<file path="config.mk">
export PLATFORM = sky130hd
export DESIGN_NAME = modular_sub_256_seq
export DESIGN_NICKNAME = d
export VERILOG_FILES = /design/src/rtl/modular_sub_256_seq.sv
export SDC_FILE = /design/constraint.sdc
export NUM_CORES = 2
export LEC_CHECK = 0
export ABC_AREA = 1
export BUFFER_PORTS_ARGS = -buffer_cell sky130_fd_sc_hd__buf_2
export CORE_MARGIN = 4
export CORE_UTILIZATION = 29
export DETAILED_ROUTE_END_ITERATION = 8
export GPL_ROUTABILITY_DRIVEN = 0
export PLACE_DENSITY = 0.44
export SYNTH_ARGS = -nofsm -noshare
export SYNTH_HDL_FRONTEND = slang
export SYNTH_SLANG_ARGS = --single-unit
</file>
<file path="constraint.sdc">
create_clock -name clk -period 4.9 [get_ports clk]
set_input_delay 0.245 -clock clk [delete_from_list [all_inputs] [get_ports clk]]
set_output_delay 0.245 -clock clk [all_outputs]
set_load 0.01 [all_outputs]
</file>
<file path="src/rtl/modular_sub_256_seq.sv">
// rtl/modular_sub_256_seq.sv - limb-serial modular subtractor, z = (x - y) mod M
// Subtracts one limb per cycle, then adds M back limb-serially only when the difference went negative.
module modular_sub_256_seq #(
  parameter int W = 256,
  parameter int LIMB = 64,
  parameter logic [W-1:0] M = 256'h73eda753299d7d483339d80809a1d80553bda402fffe5bfeffffffff00000001
) (
  input  logic         clk,
  input  logic         rst_n,
  input  logic         in_valid,
  output logic         in_ready,
  input  logic [W-1:0] x_sub,
  input  logic [W-1:0] y_sub,
  output logic         out_valid,
  input  logic         out_ready,
  output logic [W-1:0] z_sub
);

  localparam int NLIMB = W / LIMB;
  localparam int CW = (NLIMB > 1) ? $clog2(NLIMB) : 1;

  typedef enum logic [1:0] {IDLE, SUB, FIX, DONE} state_t;

  state_t         state, state_nx;
  logic [W-1:0]   x_r, y_r, r_r;
  logic [CW-1:0]  cnt;
  logic           cy;
  logic           last;
  logic [LIMB:0]  sub_limb, add_limb;
  logic [LIMB-1:0] m_limb;
  logic [W-1:0]   r_shift;

  assign last      = (cnt == CW'(NLIMB - 1));
  assign m_limb    = M[cnt*LIMB +: LIMB];
  assign in_ready  = (state == IDLE);
  assign out_valid = (state == DONE);

  // Operands shift down so limb 0 is always the active one; results enter from the top,
  // so after NLIMB steps r_r holds the full word in natural order.
  always_comb begin
    sub_limb = {1'b0, x_r[LIMB-1:0]} - {1'b0, y_r[LIMB-1:0]} - {{LIMB{1'b0}}, cy};
    add_limb = {1'b0, r_r[LIMB-1:0]} + {1'b0, m_limb} + {{LIMB{1'b0}}, cy};
    if (state == FIX)
      r_shift = {add_limb[LIMB-1:0], r_r[W-1:LIMB]};
    else
      r_shift = {sub_limb[LIMB-1:0], r_r[W-1:LIMB]};
  end

  always_ff @(posedge clk or negedge rst_n) begin
    if (!rst_n)
      state <= IDLE;
    else
      state <= state_nx;
  end

  always_comb begin
    state_nx = state;
    case (state)
      IDLE: if (in_valid) state_nx = SUB;
      SUB:  if (last) state_nx = sub_limb[LIMB] ? FIX : DONE;
      FIX:  if (last) state_nx = DONE;
      DONE: if (out_ready) state_nx = IDLE;
      default: state_nx = IDLE;
    endcase
  end

  always_ff @(posedge clk or negedge rst_n) begin
    if (!rst_n) begin
      x_r   <= '0;
      y_r   <= '0;
      r_r   <= '0;
      cnt   <= '0;
      cy    <= 1'b0;
      z_sub <= '0;
    end else begin
      case (state)
        IDLE: begin
          if (in_valid) begin
            x_r <= x_sub;
            y_r <= y_sub;
            cnt <= '0;
            cy  <= 1'b0;
          end
        end
        SUB: begin
          x_r <= x_r >> LIMB;
          y_r <= y_r >> LIMB;
          r_r <= r_shift;
          cnt <= last ? '0 : cnt + CW'(1);
          cy  <= sub_limb[LIMB];
          if (last) begin
            // A final borrow means the result wrapped; the fix pass starts with a clean carry.
            if (sub_limb[LIMB])
              cy <= 1'b0;
            else
              z_sub <= r_shift;
          end
        end
        FIX: begin
          r_r <= r_shift;
          cnt <= last ? '0 : cnt + CW'(1);
          cy  <= add_limb[LIMB];
          if (last)
            z_sub <= r_shift;
        end
        default: ;
      endcase
    end
  end

endmodule

</file>
==> reports/results.tsv <==
metric	value	unit
outcome	complete, no violations	
syn_area_per_cell	7.419	sq um
Yosys cell types	47	
worst-margin pin slew	1.024	ns
Die W	445.2	microns
Skew-Pair Late Insertion Delay	0.80	ns
Max Freq	232.5	MHz
Total GRT Usage	22.74	%
Cell Area, Synth	55430	sq um
DRC violations left	0	
Syn-to-layout area delta	28.09	%
CTS Sinks	1029	
kind of critical path	register to register	
crit path max fanout	10	
max-slew violation count	0	
Antenna Nets Post-Route	0	
Congestion Overflow GR	0	
non-filler instance count after layout	11270	
IO Count	774	
final WL	228.7	mm
Mapped Nets	8183	
Slew headroom	31.04	%
crit path time final	4.300	ns
WL/cell	20.30	microns
die area	198200	sq um
adder-cell share of the synthesized area	4.478	%
Main synth FF type	dfrtp_1	
register area share after synthesis	46.45	%
CTS tree	yes	
RSZ-0062 raised after global routing	no	
initial antenna violation count	58	
count of flip-flops with a built-in enable after synthesis	0	
initial drt markers	4032	
number of global-route vias before repair	52390	
final setup violating endpoints	0	
main combinational cell family by area after synthesis	simple AND/OR/NAND/NOR gates	
nature of the critical path endpoint	register	
simple-gate area share of the yosys netlist	25.72	%
Synth Area in XOR/XNOR	0.2686	%
Clock Tree Buf Depth	3	
first-pass GRT wire length	341.4	mm
Setup Fix Bufs, Post-CTS	0	
Nets	9324	
H-Tree Depth	3	
FFs w/ async S/R, synth	100.0	%
Synth Area in Compound Gates	12.86	%
Clock transition at path regs	0.07	ns
root buffer cell	clkbuf_16	
Syn. warnings	0	
HPWL Detailed	175.5	mm
HP Class	input port to async pin	
cts repair resizes	0	
die height	445.2	microns
number of port buffers	773	
Placed Cells	10490	
R2R cell count	18	
Clock Skew	0.06105	ns
Tcrit/Tclk final	87.76	%
share of layout cells above drive strength 1	13.79	%
Gate Count Post-Synth	7471	
Rows	160	
largest net degree at the start of global routing	176	
fin util	37.33	%
CP Launch Type	register	
CTS Buf Count	119	
Req. time, crit path	5.58	ns
crit path DAT	4.98	ns
setup TNS	0	ns
final hold vios	0	
total number of vias	52430	
post-synthesis mux area share	0.05417	%
flops & latches, synth	1029	
hold_buf cts	516	
MaxCap Viol Count	0	
Core Box Area	190200	sq um
first-pass iteration count of the detailed router	9	
Via density	4.654	
Starting Density	29.15	%
## sequential cells by signal (all words and copies together) (netlist names)
name / cells
r_r: 256
x_r: 256
y_r: 256
z_sub: 256
cnt: 2
state: 2
cy: 1
## final timing paths
path,slack [ns],to,startpoint
max,0.60,r_r[232]$_DFFE_PN0P_,cnt[0]$_DFFE_PN0P_
min,0.11,z_sub[87]$_DFFE_PN0P_,rst_n
max reg2reg,0.60,r_r[232]$_DFFE_PN0P_,cnt[0]$_DFFE_PN0P_
min reg2reg,0.47,z_sub[192]$_DFFE_PN0P_,z_sub[192]$_DFFE_PN0P_
max in group asynchronous,3.51,y_r[47]$_DFFE_PN0P_,rst_n
min in group clk,0.23,x_r[209]$_DFFE_PN0P_,x_sub[209]
## Yosys cell counts (2+ instances only)
| cell | count | area [sq um] |
|---|---|---|
| inv_2 | 7 | 26.28 |
| mux2i_1 | 3 | 30.03 |
| nand4_1 | 30 | 187.7 |
| buf_6 | 43 | 484.2 |
| o21bai_1 | 22 | 165.2 |
| a21oi_1 | 143 | 715.7 |
| a31oi_1 | 389 | 2434 |
| or2_2 | 5 | 31.28 |
| o21ai_0 | 473 | 2367 |
| o21ai_2 | 136 | 1191 |
| a21o_1 | 2 | 15.01 |
| nor4_1 | 4 | 25.02 |
| clkbuf_1 | 270 | 1013 |
| dfrtp_1 | 1029 | 25750 |
| nand2_2 | 12 | 75.07 |
| fa_1 | 4 | 80.08 |
| nor2_1 | 642 | 2410 |
| buf_2 | 6 | 30.03 |
| and2_1 | 3 | 18.77 |
| ha_1 | 192 | 2402 |
| xor2_1 | 17 | 148.9 |
| inv_1 | 1058 | 3971 |
| nand3b_1 | 12 | 90.09 |
| nor3_1 | 26 | 130.1 |
| buf_1 | 14 | 52.55 |
| o21ai_1 | 33 | 165.2 |
| a32oi_1 | 2 | 17.52 |
| and3_1 | 2 | 12.51 |
| nor2_2 | 4 | 25.02 |
| nor3_2 | 2 | 20.02 |
| a211oi_1 | 2 | 15.01 |
| nand3_1 | 336 | 1682 |
| nand2_1 | 2534 | 9512 |
## cells in the final DEF (no fill, tap or decap), drive strengths merged, types with 3 or more instances in the layout
master	instances
nor2	646
o21bai	22
or2	5
dlygate4sd3	516
dfrtp	1029
o21ai	642
bufinv	8
and2	3
fa	4
nor4	4
nor3	28
nand4	30
nand3	336
a31oi	389
mux2i	3
buf	841
ha	192
clkinv	22
nand2	2548
inv	1070
xor2	17
nand3b	12
clkbuf	183
diode	48
a21oi	144
## cell type report
| type | instances | area [sq um] |
|---|---|---|
| Clock inverter | 33 | 451.7 |
| Tap cell | 2511 | 3142 |
| Clock buffer | 183 | 3593 |
| Inverter | 1067 | 4018 |
| Fill cell | 20310 | 119200 |
| Antenna cell | 48 | 120.1 |
| Sequential cell | 1029 | 25750 |
| Multi-Input combinational cell | 5038 | 24080 |
| Timing Repair Buffer | 1357 | 9842 |
## stage by stage
step	setup slack (ns)	cell area [sq um]	hold slack [ns]
floorplan	1.548	55430	-0.05059
global placement	0.7536	61670	0.3346
finish	0.5995	71000	0.1112
global route	0.3368	70970	0.1177
detailed placement	0.6612	61670	0.3406
CTS	0.6282	70880	0.07808
## layer usage
metal / vias to the layer above / GRT usage (%) / share of wire (%)
met4: 16 / 7.335 / 3.5
met5: - / 0 / 0.040
met1: 24760 / 29.60 / 43
li1: 25960 / - / -
met2: 1373 / 38.69 / 48
met3: 331 / 3.491 / 5.0
## critical path: stages (launching register included)
cell     delay, ns
dfrtp_1       0.59
inv_1         0.22
ha_1          0.28
or2_2         0.40
fa_1          0.46
fa_1          0.47
nand3_1       0.13
nand3_1       0.20
nand2_1       0.15
nand2_1       0.11
nand2_1       0.08
nand3_1       0.21
nand2_1       0.13
nand2_1       0.07
nand2_1       0.06
nand2_1       0.05
o21ai_0       0.41
nand2_1       0.10
o21ai_0       0.09
## logic make-up (layout without fill, tap and decap cells)
group	Yosys count	after routing
multiplexers	3	3
AO/OA/AOI/OAI	1207	1207
buffers and inverters	1404	2640
adder cells (fa/ha/maj)	196	196
AND/OR/NAND/NOR	3615	3615
XOR/XNOR	17	17
flip-flops	1029	1029
other	0	48
Power is left out: the tool's default activity adds up to more than one toggle a clock period on the data nets, which glitch-free logic cannot reach.
